File: config.mk
export PLATFORM = sky130hd
export DESIGN_NAME = alu_core
export DESIGN_NICKNAME = d
export VERILOG_FILES = /design/src/rtl/alu_pkg.sv /design/src/rtl/alu_div_iter.sv /design/src/rtl/alu_core.sv
export SDC_FILE = /design/constraint.sdc
export NUM_CORES = 1
export LEC_CHECK = 0
export BUFFER_PORTS_ARGS = -buffer_cell sky130_fd_sc_hd__buf_4
export CAP_MARGIN = 30
export CORE_ASPECT_RATIO = 1.25
export CORE_MARGIN = 2
export CORE_UTILIZATION = 33
export CTS_BUF_LIST = sky130_fd_sc_hd__clkbuf_2
export CTS_CLUSTER_SIZE = 25
export DETAILED_ROUTE_END_ITERATION = 10
export PLACE_DENSITY = 0.55
export SLEW_MARGIN = 20
export SYNTH_ARGS = -nofsm -noshare
export SYNTH_HDL_FRONTEND = slang
export SYNTH_SLANG_ARGS = --single-unit
File: constraint.sdc
create_clock -name clk -period 7.49 [get_ports clk]
set_input_delay 0 -clock clk [delete_from_list [all_inputs] [get_ports clk]]
set_output_delay 0 -clock clk [all_outputs]
set_load 0.02 [all_outputs]
File: src/rtl/alu_pkg.sv
// Shared opcodes, FSM state type and flag bit positions for the ALU datapath.
package alu_pkg;

  localparam logic [5:0] OP_MOV_I = 6'b000000;
  localparam logic [5:0] OP_MOV_R = 6'b000001;
  localparam logic [5:0] OP_ADD   = 6'b000100;
  localparam logic [5:0] OP_SUB   = 6'b000101;
  localparam logic [5:0] OP_NEG   = 6'b000110;
  localparam logic [5:0] OP_MUL   = 6'b000111;
  localparam logic [5:0] OP_DIV   = 6'b001000;
  localparam logic [5:0] OP_OR    = 6'b001001;
  localparam logic [5:0] OP_XOR   = 6'b001010;
  localparam logic [5:0] OP_NAND  = 6'b001011;
  localparam logic [5:0] OP_NOR   = 6'b001100;
  localparam logic [5:0] OP_XNOR  = 6'b001101;
  localparam logic [5:0] OP_NOT   = 6'b001110;
  localparam logic [5:0] OP_LLSH  = 6'b001111;
  localparam logic [5:0] OP_LRSH  = 6'b010000;

  typedef enum logic [1:0] {IDLE, EXEC_MUL, EXEC_DIV, DONE} alu_state_e;

  localparam int FLG_ZERO    = 0;
  localparam int FLG_CARRY   = 1;
  localparam int FLG_OVF     = 2;
  localparam int FLG_DIV0    = 3;
  localparam int FLG_ILLEGAL = 4;
  localparam int FLG_W       = 5;

endpackage

File: src/rtl/alu_div_iter.sv
// Restoring divider, one quotient bit per step; the caller owns the step counter
// and flags the final step with i_last. Only instantiated when ALU_DIV_EN is defined.
module alu_div_iter #(
  parameter int WIDTH = 16
) (
  input  logic             clk,
  input  logic             rst_n,
  input  logic             i_start,
  input  logic             i_step,
  input  logic             i_last,
  input  logic [WIDTH-1:0] i_dividend,
  input  logic [WIDTH-1:0] i_divisor,
  output logic             o_done,
  output logic [WIDTH-1:0] o_quot,
  output logic [WIDTH-1:0] o_rem
);

  logic [WIDTH-1:0] r_rem;
  logic [WIDTH-1:0] r_quot;
  logic [WIDTH-1:0] r_div;
  logic [WIDTH:0]   w_shift;
  logic [WIDTH:0]   w_trial;

  // o_quot/o_rem are the values after the current step, so the caller can
  // capture the final answer on the same edge as the last step.
  assign w_shift = {r_rem, r_quot[WIDTH-1]};
  assign w_trial = w_shift - {1'b0, r_div};
  assign o_rem   = w_trial[WIDTH] ? w_shift[WIDTH-1:0] : w_trial[WIDTH-1:0];
  assign o_quot  = {r_quot[WIDTH-2:0], ~w_trial[WIDTH]};
  assign o_done  = i_step && i_last;

  always_ff @(posedge clk) begin
    if (!rst_n) begin
      r_rem  <= '0;
      r_quot <= '0;
      r_div  <= '0;
    end else if (i_start) begin
      r_rem  <= '0;
      r_quot <= i_dividend;
      r_div  <= i_divisor;
    end else if (i_step) begin
      r_rem  <= o_rem;
      r_quot <= o_quot;
    end
  end

endmodule

File: src/rtl/alu_core.sv
// Handshaked ALU: single-cycle logic/add/shift, iterative MUL, optional restoring
// DIV (built only when ALU_DIV_EN is defined; otherwise DIV decodes as illegal).
module alu_core
  import alu_pkg::*;
#(
  parameter int WIDTH = 16,
  parameter int OPW   = 6
) (
  input  logic               clk,
  input  logic               rst_n,
  input  logic               in_valid,
  output logic               in_ready,
  input  logic [OPW-1:0]     opcode,
  input  logic [WIDTH-1:0]   src_a,
  input  logic [WIDTH-1:0]   src_b,
  output logic               out_valid,
  input  logic               out_ready,
  output logic [2*WIDTH-1:0] result,
  output logic [FLG_W-1:0]   flags,
  output logic               busy
);

  localparam int CW = $clog2(WIDTH);
  localparam logic [CW-1:0] CNT_LAST = CW'(WIDTH - 1);

  alu_state_e         r_state, w_state_nxt, w_dispatch;
  logic [CW-1:0]      r_cnt;
  logic [2*WIDTH-1:0] r_result, r_mul_a, w_mul_acc;
  logic [WIDTH-1:0]   r_mul_b, w_sc_lo, w_sc_hi;
  logic [FLG_W-1:0]   r_flags, w_sc_flags;
  logic [WIDTH:0]     w_sum, w_diff;
  logic               w_accept, w_cnt_last, w_is_mul, w_is_div_long;

  assign in_ready   = (r_state == IDLE) || (r_state == DONE && out_ready);
  assign w_accept   = in_valid && in_ready;
  assign out_valid  = (r_state == DONE);
  assign busy       = (r_state == EXEC_MUL) || (r_state == EXEC_DIV);
  assign result     = r_result;
  assign flags      = r_flags;
  assign w_cnt_last = (r_cnt == CNT_LAST);
  assign w_is_mul   = (opcode == OPW'(OP_MUL));
  assign w_sum      = {1'b0, src_a} + {1'b0, src_b};
  assign w_diff     = {1'b0, src_a} - {1'b0, src_b};
  assign w_mul_acc  = r_result + (r_mul_b[0] ? r_mul_a : '0);

`ifdef ALU_DIV_EN
  logic             w_div_done;
  logic [WIDTH-1:0] w_div_quot, w_div_rem;

  // Divide-by-zero is resolved in the single-cycle path and never starts the divider.
  assign w_is_div_long = (opcode == OPW'(OP_DIV)) && (src_b != '0);

  alu_div_iter #(.WIDTH(WIDTH)) u_div (
    .clk        (clk),
    .rst_n      (rst_n),
    .i_start    (w_accept && w_is_div_long),
    .i_step     (r_state == EXEC_DIV),
    .i_last     (w_cnt_last),
    .i_dividend (src_a),
    .i_divisor  (src_b),
    .o_done     (w_div_done),
    .o_quot     (w_div_quot),
    .o_rem      (w_div_rem)
  );
`else
  assign w_is_div_long = 1'b0;
`endif

  always_comb begin
    w_sc_lo    = '0;
    w_sc_hi    = '0;
    w_sc_flags = '0;
    case (opcode)
      OPW'(OP_MOV_I), OPW'(OP_MOV_R): w_sc_lo = src_a;
      OPW'(OP_ADD): begin
        w_sc_lo               = w_sum[WIDTH-1:0];
        w_sc_flags[FLG_CARRY] = w_sum[WIDTH];
        w_sc_flags[FLG_OVF]   = (src_a[WIDTH-1] == src_b[WIDTH-1]) && (w_sum[WIDTH-1] != src_a[WIDTH-1]);
      end
      OPW'(OP_SUB): begin
        w_sc_lo               = w_diff[WIDTH-1:0];
        w_sc_flags[FLG_CARRY] = ~w_diff[WIDTH];
        w_sc_flags[FLG_OVF]   = (src_a[WIDTH-1] != src_b[WIDTH-1]) && (w_diff[WIDTH-1] != src_a[WIDTH-1]);
      end
      OPW'(OP_NEG): begin
        w_sc_lo             = -src_a;
        w_sc_flags[FLG_OVF] = (src_a == {1'b1, {(WIDTH-1){1'b0}}});
      end
`ifdef ALU_DIV_EN
      OPW'(OP_DIV): begin
        w_sc_lo              = '1;
        w_sc_hi              = src_a;
        w_sc_flags[FLG_DIV0] = 1'b1;
      end
`endif
      OPW'(OP_OR):   w_sc_lo = src_a | src_b;
      OPW'(OP_XOR):  w_sc_lo = src_a ^ src_b;
      OPW'(OP_NAND): w_sc_lo = ~(src_a & src_b);
      OPW'(OP_NOR):  w_sc_lo = ~(src_a | src_b);
      OPW'(OP_XNOR): w_sc_lo = ~(src_a ^ src_b);
      OPW'(OP_NOT):  w_sc_lo = ~src_a;
      OPW'(OP_LLSH): w_sc_lo = (src_b >= WIDTH'(WIDTH)) ? '0 : (src_a << src_b);
      OPW'(OP_LRSH): w_sc_lo = (src_b >= WIDTH'(WIDTH)) ? '0 : (src_a >> src_b);
      default:       w_sc_flags[FLG_ILLEGAL] = 1'b1;
    endcase
    w_sc_flags[FLG_ZERO] = ~w_sc_flags[FLG_ILLEGAL] && (w_sc_lo == '0);
  end

  always_comb begin
    w_state_nxt = r_state;
    w_dispatch  = w_is_mul ? EXEC_MUL : (w_is_div_long ? EXEC_DIV : DONE);
    case (r_state)
      IDLE:               if (w_accept) w_state_nxt = w_dispatch;
      EXEC_MUL, EXEC_DIV: if (w_cnt_last) w_state_nxt = DONE;
      DONE:               if (out_ready) w_state_nxt = w_accept ? w_dispatch : IDLE;
      default:            w_state_nxt = IDLE;
    endcase
  end

  always_ff @(posedge clk) begin
    if (!rst_n) r_state <= IDLE;
    else        r_state <= w_state_nxt;
  end

  // During MUL, r_result doubles as the shift-add accumulator; out_valid is low then.
  always_ff @(posedge clk) begin
    if (!rst_n) begin
      r_cnt    <= '0;
      r_result <= '0;
      r_flags  <= '0;
      r_mul_a  <= '0;
      r_mul_b  <= '0;
    end else if (w_accept) begin
      r_cnt   <= '0;
      r_mul_a <= {{WIDTH{1'b0}}, src_a};
      r_mul_b <= src_b;
      if (w_is_mul || w_is_div_long) begin
        r_result <= '0;
        r_flags  <= '0;
      end else begin
        r_result <= {w_sc_hi, w_sc_lo};
        r_flags  <= w_sc_flags;
      end
    end else if (r_state == EXEC_MUL) begin
      r_cnt    <= r_cnt + CW'(1);
      r_mul_a  <= r_mul_a << 1;
      r_mul_b  <= r_mul_b >> 1;
      r_result <= w_mul_acc;
      if (w_cnt_last) begin
        r_flags[FLG_OVF]  <= |w_mul_acc[2*WIDTH-1:WIDTH];
        r_flags[FLG_ZERO] <= (w_mul_acc[WIDTH-1:0] == '0);
      end
    end
`ifdef ALU_DIV_EN
    else if (r_state == EXEC_DIV) begin
      r_cnt <= r_cnt + CW'(1);
      if (w_div_done) begin
        r_result          <= {w_div_rem, w_div_quot};
        r_flags[FLG_ZERO] <= (w_div_quot == '0);
      end
    end
`endif
  end

endmodule

==> impl_metrics.yaml, run 1 <==
floorplan:
  die_w_um: 163.9
  initial_core_util_pct: 33.35
  num_rows: 73
  io_pins: 82
  dieArea_sq_um: 33390
  core_area_sq_um: 31600
  dieHeight_um: 203.8
routing:
  dr.pass1.iters: 6
  wl_per_cell_um: 22.09
  antenna_left: 0
  num_vias: 11190
  drc: 0
  drt_wl_total_um: 41060
  drt-initial-drc-count: 1148
  viasPerCell: 6.021
sta:
  fin_worst_skew_ps: 56.85
  worstMarginPinSlew_ps: 1016
  finalSetupViolCount: 0
  setup_tns_ps: 0
  finalCritPeriodShare_pct: 54.60
  rsz0062_at_grt: "false"
  finalWorstSetupSlack_ps: 3401
  min_period_ps: 4089
  slew_headroom_pct: 31.31
  max_freq_mhz: 244.5
  finalHoldViolCount: 0
  final_max_slew_viol_count: 0
clocking:
  clk_pin_slew_ps: 250
  clock_sinks: 90
  cts_htree_levels: 3
  cts_tree: "yes"
  clockRootBuffer: "clkbuf_2"
  cts_buffer_depth: 2
  worstSkewPairLatency_ps: 620
  post_cts_buffers: 0
  numCtsBuffers: 9
placed_design:
  placed_area_sq_um: 11330
  hpwlAfterDp_um: 30960
  gp_congestion: 0.9783
  dp_slack_ps: 3395
  io_buffers: 80
yosys:
  synth_edf_count: 0
  ys_seq_elements: 90
  yosys.area.top_type: "dfxtp_1"
  synthArstFlopShare_pct: 0
  synthCells: 1379
  synth_compound_area_share_pct: 30.27
  yosysWarningCount: 0
  synth_top_family_by_area: "compound AO/OA/AOI/OAI gates"
  synth_mux_area_share_pct: 9.960
  netlist_area_sq_um: 10540
  yosysUniqueCellTypes: 100
  synth_xor_area_share_pct: 3.075
  syn_nets: 1509
  ys_seq_area_share_pct: 17.09
  avgSynthCellArea_sq_um: 7.643
  ys.flop_type: "dfxtp_1"
  synth-simple-area-share_pct: 22.46
  synth_common_cells: "158 x nor2_1, 112 x nand2_1, 94 x a21oi_1, 90 x dfxtp_1, 85 x ha_1"
  synth.area.top_cells: "dfxtp_1 17%, ha_1 10%, mux2i_1 5.8%, nor2_1 5.6%, a21oi_1 4.5%"
  synth_top_cell_area_share_pct: 17.09
  synth_adder_area_share_pct: 10.66
  synth_most_common_cell: "nor2_1"
finish:
  multi_input_area_sq_um: 8074
  fin_util_pct: 38.28
  layout-drive-gt1-share_pct: 12.66
  areaGrowthSynthToFinish_pct: 14.78
  fin_area_sq_um: 12100
  register_area_sq_um: 1802
  nets: 1571
  num-fill-cells: 3342
setup_path:
  path_max_fanout: 36
  ff2ff_setup_slack_ps: 3640
  path_class: "input port to register"
  arrival_ps: 4600
  r2r_end: "result[31]$_SDFFE_PN0P_"
  rr_startpoint: "r_mul_b[0]$_SDFFE_PN0P_"
  critPathLaunchType: "input port"
  rr_worst_depth: 13
  crit_path_end_kind: "register"
  required_ps: 8000
grt:
  grt_pass1_wl_um: 62450
  grt_usage_pct: 24.24
  grt_max_degree: 70
  first_global_vias: 10880
  antenna_found_initial: 1
  grt_overflow: 0
pwr:
  internal_power_uw: 1209
  comb_power_share_pct: 55.2
  p_seq_share_pct: 30.6
  p_per_area_nw_per_um2: 184.2
  leakagePower_uw: 0.005261
  p_sw_uw: 1020
  finalPower_uw: 2229
  clock_power_share_pct: 14.2
  ir_worst_vdd_uv: 110.4
  swShare_pct: 45.75
hold_path:
  min_to: "r_state[1]$_SDFFE_PN0P_"
  min-delay-start: "opcode[1]"
  min_path_type: "input port to register"
  hold_path_depth: 5
flow_run:
  drv_cap: 0
run_status:
  status: "finished clean"
-- power by group through the flow --
stage | Clock (uW) | Combinational, uW | Sequential [uW]
after floorplan | 0 | 789 | 687
after global placement | 0 | 1130 | 700
after detailed placement | 0 | 1150 | 692
after CTS | 325 | 1230 | 681
after global routing | 344 | 1340 | 693
final | 316 | 1230 | 681
-- flip-flops by register name, indices dropped and copies added, names as in the netlist --
signal / cells
result: 32
flags: 4
r_cnt: 4
r_mul_a: 32
r_mul_b: 16
r_state: 2
-- placed cells by master, fill, tap and decap left out, types with 11 or more instances in the layout --
| master | count |
|---|---|
| a211oi_1 | 29 |
| a21o_1 | 21 |
| a21oi_1 | 94 |
| a221oi_1 | 16 |
| a31oi_1 | 12 |
| and2_1 | 37 |
| and3_1 | 13 |
| buf_4 | 92 |
| dfxtp_1 | 90 |
| dlygate4sd3_1 | 61 |
| ha_1 | 84 |
| inv_1 | 61 |
| mux2i_1 | 61 |
| mux4_2 | 18 |
| nand2_1 | 111 |
| nand2b_1 | 14 |
| nand3_1 | 35 |
| nand4_1 | 15 |
| nor2_1 | 158 |
| nor2b_1 | 14 |
| nor3_1 | 37 |
| nor4_1 | 12 |
| o211a_1 | 30 |
| o211ai_1 | 15 |
| o21ai_0 | 55 |
| o21ai_1 | 11 |
| o221a_2 | 13 |
| o221ai_1 | 14 |
| o22ai_1 | 11 |
| xnor2_1 | 24 |
| xor2_1 | 13 |
-- final cells by class --
| class | count | area share [%] |
|---|---|---|
| Tap cell | 412 | 4.261 |
| Multi-Input combinational cell | 1125 | 66.74 |
| Antenna cell | 1 | 0.02068 |
| Timing Repair Buffer | 154 | 10.98 |
| Inverter | 61 | 1.893 |
| Sequential cell | 90 | 14.89 |
| Clock buffer | 9 | 0.3723 |
| Clock inverter | 7 | 0.8377 |
-- critical path: stages --
cell and delay (ps):
dlygate4sd3_1 530, buf_4 400, inv_1 340, ha_1 440, a211oi_1 320, o21ai_1 120
a31oi_1 630, o31ai_1 300, o21a_1 250, nor3_1 130, nor3_1 70, a2111oi_0 680
nand3_1 180, o31ai_2 190
-- metrics by stage --
stage / cells / hold WS [ps]
after floorplan: 1379 / 144.9
after global placement: 1779 / 284.5
after detailed placement: 1780 / 292.4
after CTS: 1857 / 77.70
after global routing: 1859 / 97.69
final: 1859 / 125.0
-- worst max-delay path by stage --
stage	startpoint	end	slack, ps	depth (start not counted)
2_1_floorplan	r_mul_b[0]$_SDFFE_PN0P_	flags[2]$_SDFFE_PN0P_	4070	14
3_3_place_gp	r_mul_b[0]$_SDFFE_PN0P_	result[31]$_SDFFE_PN0P_	3340	12
3_5_place_dp	src_b[1]	flags[0]$_SDFFE_PN0P_	3400	13
4_1_cts	src_b[1]	flags[0]$_SDFFE_PN0P_	3490	14
5_1_grt	src_b[1]	flags[0]$_SDFFE_PN0P_	3170	14
6_report	src_b[1]	flags[0]$_SDFFE_PN0P_	3400	14
-- metal layers --
metal | vias to the layer above | share of wire, % | global-route usage (%)
li1 | 5245 | - | -
met1 | 5338 | 39 | 28.57
met2 | 477 | 50 | 42.77
met3 | 133 | 5.3 | 2.090
met4 | 0 | 6.0 | 13.91
met5 | - | 0 | 0
-- cells by family (layout without fill, tap and decap cells) --
logic type               after synthesis  in the layout
XOR/XNOR                              37             37
multiplexers                          82             82
other                                  1              2
adder cells (fa/ha/maj)               88             88
flip-flops                            90             90
buffers and inverters                164            231
AO/OA/AOI/OAI                        430            430
AND/OR/NAND/NOR                      487            487
-- timing repair --
| item | 4_1_cts | 5_1_grt |
|---|---|---|
| endpoints found under the hold margin | 54 | 0 |
| resized for setup | 0 | 0 |
| hold buffers | 61 | 0 |
Power figures use the tool's default switching activity.
==> run 2: changes to the inputs <==
Clock period 7.49 ns to 4.05 ns, I/O delays scaled along.
==> impl_metrics.yaml, run 2 (synthesized netlist as in run 1, its figures left out) <==
setup_path:
  cpPeakStageDelay_ps: 440
  critPathLaunchType: "register"
  ff2ff_setup_slack_ps: 330
  path_max_fanout: 11
  path_class: "register to register"
  rr_worst_depth: 13
  crit_chain: "and2_1, ha_1, fa_1, a211oi_2, o21ai_2, o2111ai_4, a21boi_2, or3_4, a2111oi_4, nand4_1, or3_1, nor4_2, a31oi_1"
  r2r_end: "flags[2]$_SDFFE_PN0P_"
  crit_path_end_kind: "register"
  required_ps: 4610
  arrival_ps: 4280
  crit_buf_inv: 0
  cp_top_family: "compound AO/OA/AOI/OAI gates"
  rr_startpoint: "r_mul_b[0]$_SDFFE_PN0P_"
  critPathSlowestCell: "dfxtp_2"
clocking:
  worstSkewPairLatency_ps: 680
  clk_pin_slew_ps: 310
  clock_sinks: 90
  cts_htree_levels: 3
  cts_tree: "yes"
  clockRootBuffer: "clkbuf_2"
  numCtsBuffers: 9
  cts_buffer_depth: 2
floorplan:
  die_w_um: 163.9
  dieArea_sq_um: 33390
  num_rows: 73
  initial_core_util_pct: 33.35
  io_pins: 82
  dieHeight_um: 203.8
  core_area_sq_um: 31600
routing:
  num_vias: 11070
  drt-initial-drc-count: 828
  dr.pass1.iters: 7
  wl_per_cell_um: 21.43
  drc: 0
  drt_wl_total_um: 40280
  viasPerCell: 5.890
  antenna_left: 0
grt:
  grt_overflow: 0
  grt_max_degree: 69
  first_global_vias: 10630
  antenna_found_initial: 1
  grt_usage_pct: 23.89
  grt_pass1_wl_um: 61710
sta:
  min_period_ps: 3715
  fin_worst_skew_ps: 46.79
  rsz0062_at_grt: "false"
  max_freq_mhz: 269.1
  finalCritPeriodShare_pct: 91.74
  worstMarginPinSlew_ps: 821.0
  finalHoldViolCount: 0
  final_max_slew_viol_count: 0
  whs_ps: 96.29
  slew_headroom_pct: 43.85
  setup_tns_ps: 0
  finalSetupViolCount: 0
placed_design:
  hpwlAfterDp_um: 30820
  io_buffers: 80
  gp_congestion: 0.9745
finish:
  num-fill-cells: 3390
  areaGrowthSynthToFinish_pct: 15.92
  mostFrequentLayoutCell: "nor2_1"
  nets: 1592
  layout-drive-gt1-share_pct: 13.84
  mostFrequentLayoutCells: "158 x nor2_1, 111 x nand2_1, 110 x buf_4"
hold_path:
  min_to: "r_state[1]$_SDFFE_PN0P_"
  hold_path_depth: 5
  min-delay-start: "opcode[5]"
  min_path_type: "input port to register"
run_status:
  status: "finished clean"
pwr:
  p_per_area_nw_per_um2: 331.8
  ir_worst_vdd_uv: 161.4
  leakagePower_uw: 0.005336
flow_run:
  drv_cap: 0
-- run 2: cell count changes in the layout (fill, tap and decap cells not counted), sizes merged --
cell and change:
buf +17, bufinv -2, clkinv -3, clkinvlp +1
dlygate4sd3 +4, inv +4
-- run 2: where the power goes --
group	internal (uW)	leakage (uW)	total, uW	switching, uW
Clock	103	0.0000693	493	390
Sequential	1070	0.000736	1260	193
Combinational	982	0.00453	2300	1320
Total	2150	0.00534	4050	1900
-- run 2: worst register-to-register path: cells and delay by family (launching register included) --
family | cells | cell delay [ps]
compound gates | 6 | 1260
flops | 1 | 440
fa+ha+maj | 2 | 650
simple gates | 5 | 1260
-- run 2: timing repair --
| action | CTS | global route |
|---|---|---|
| buffers inserted | 0 | 0 |
| resized for setup | 0 | 2 |
| endpoints found under the setup margin | 0 | 2 |
| hold endpoints to repair | 54 | 0 |
| hold buffers | 65 | 0 |
-- run 2: cell type report --
cell class | count | area (sq um) | share of cell area (%)
multi-input cells | 1125 | 8079 | 66.12
flip-flops and latches | 90 | 1803 | 14.76
repair buffers | 175 | 1476 | 12.08
well taps | 412 | 515.5 | 4.219
inverters | 61 | 229.0 | 1.874
clock inverters | 7 | 67.56 | 0.5530
clock buffers | 9 | 45.04 | 0.3687
diodes | 1 | 2.502 | 0.02048
-- run 2: through the flow --
step                      cells  area, sq um  setup slack (ps)  utilization, %  total power (uW)
final                      1880        12220             334.5           38.66              4054
after global routing       1880        12220             13.52           38.66              4347
after CTS                  1879        12210             184.0           38.63              4060
after detailed placement   1798        11450             284.4           36.22              3407
after global placement     1797        11440             418.8           36.19              3393
after floorplan            1379        10540             626.0               -              2729
-- run 2: worst max-delay path by stage --
stage | slack [ps] | endpoint | start | cells past startpoint
floorplan | 630 | flags[2]$_SDFFE_PN0P_ | r_mul_b[0]$_SDFFE_PN0P_ | 14
global placement | 420 | result[31]$_SDFFE_PN0P_ | r_mul_b[0]$_SDFFE_PN0P_ | 13
detailed placement | 280 | flags[2]$_SDFFE_PN0P_ | r_mul_b[0]$_SDFFE_PN0P_ | 13
CTS | 180 | flags[2]$_SDFFE_PN0P_ | r_mul_b[0]$_SDFFE_PN0P_ | 13
global route | 10 | result[31]$_SDFFE_PN0P_ | r_mul_b[0]$_SDFFE_PN0P_ | 13
finish | 330 | flags[2]$_SDFFE_PN0P_ | r_mul_b[0]$_SDFFE_PN0P_ | 13
-- run 2: metal layers --
layer	global-route usage [%]	share of wire, %
met3	3.206	5.4
met2	41.70	49
met4	13.85	6.2
met1	27.77	39
met5	0	0
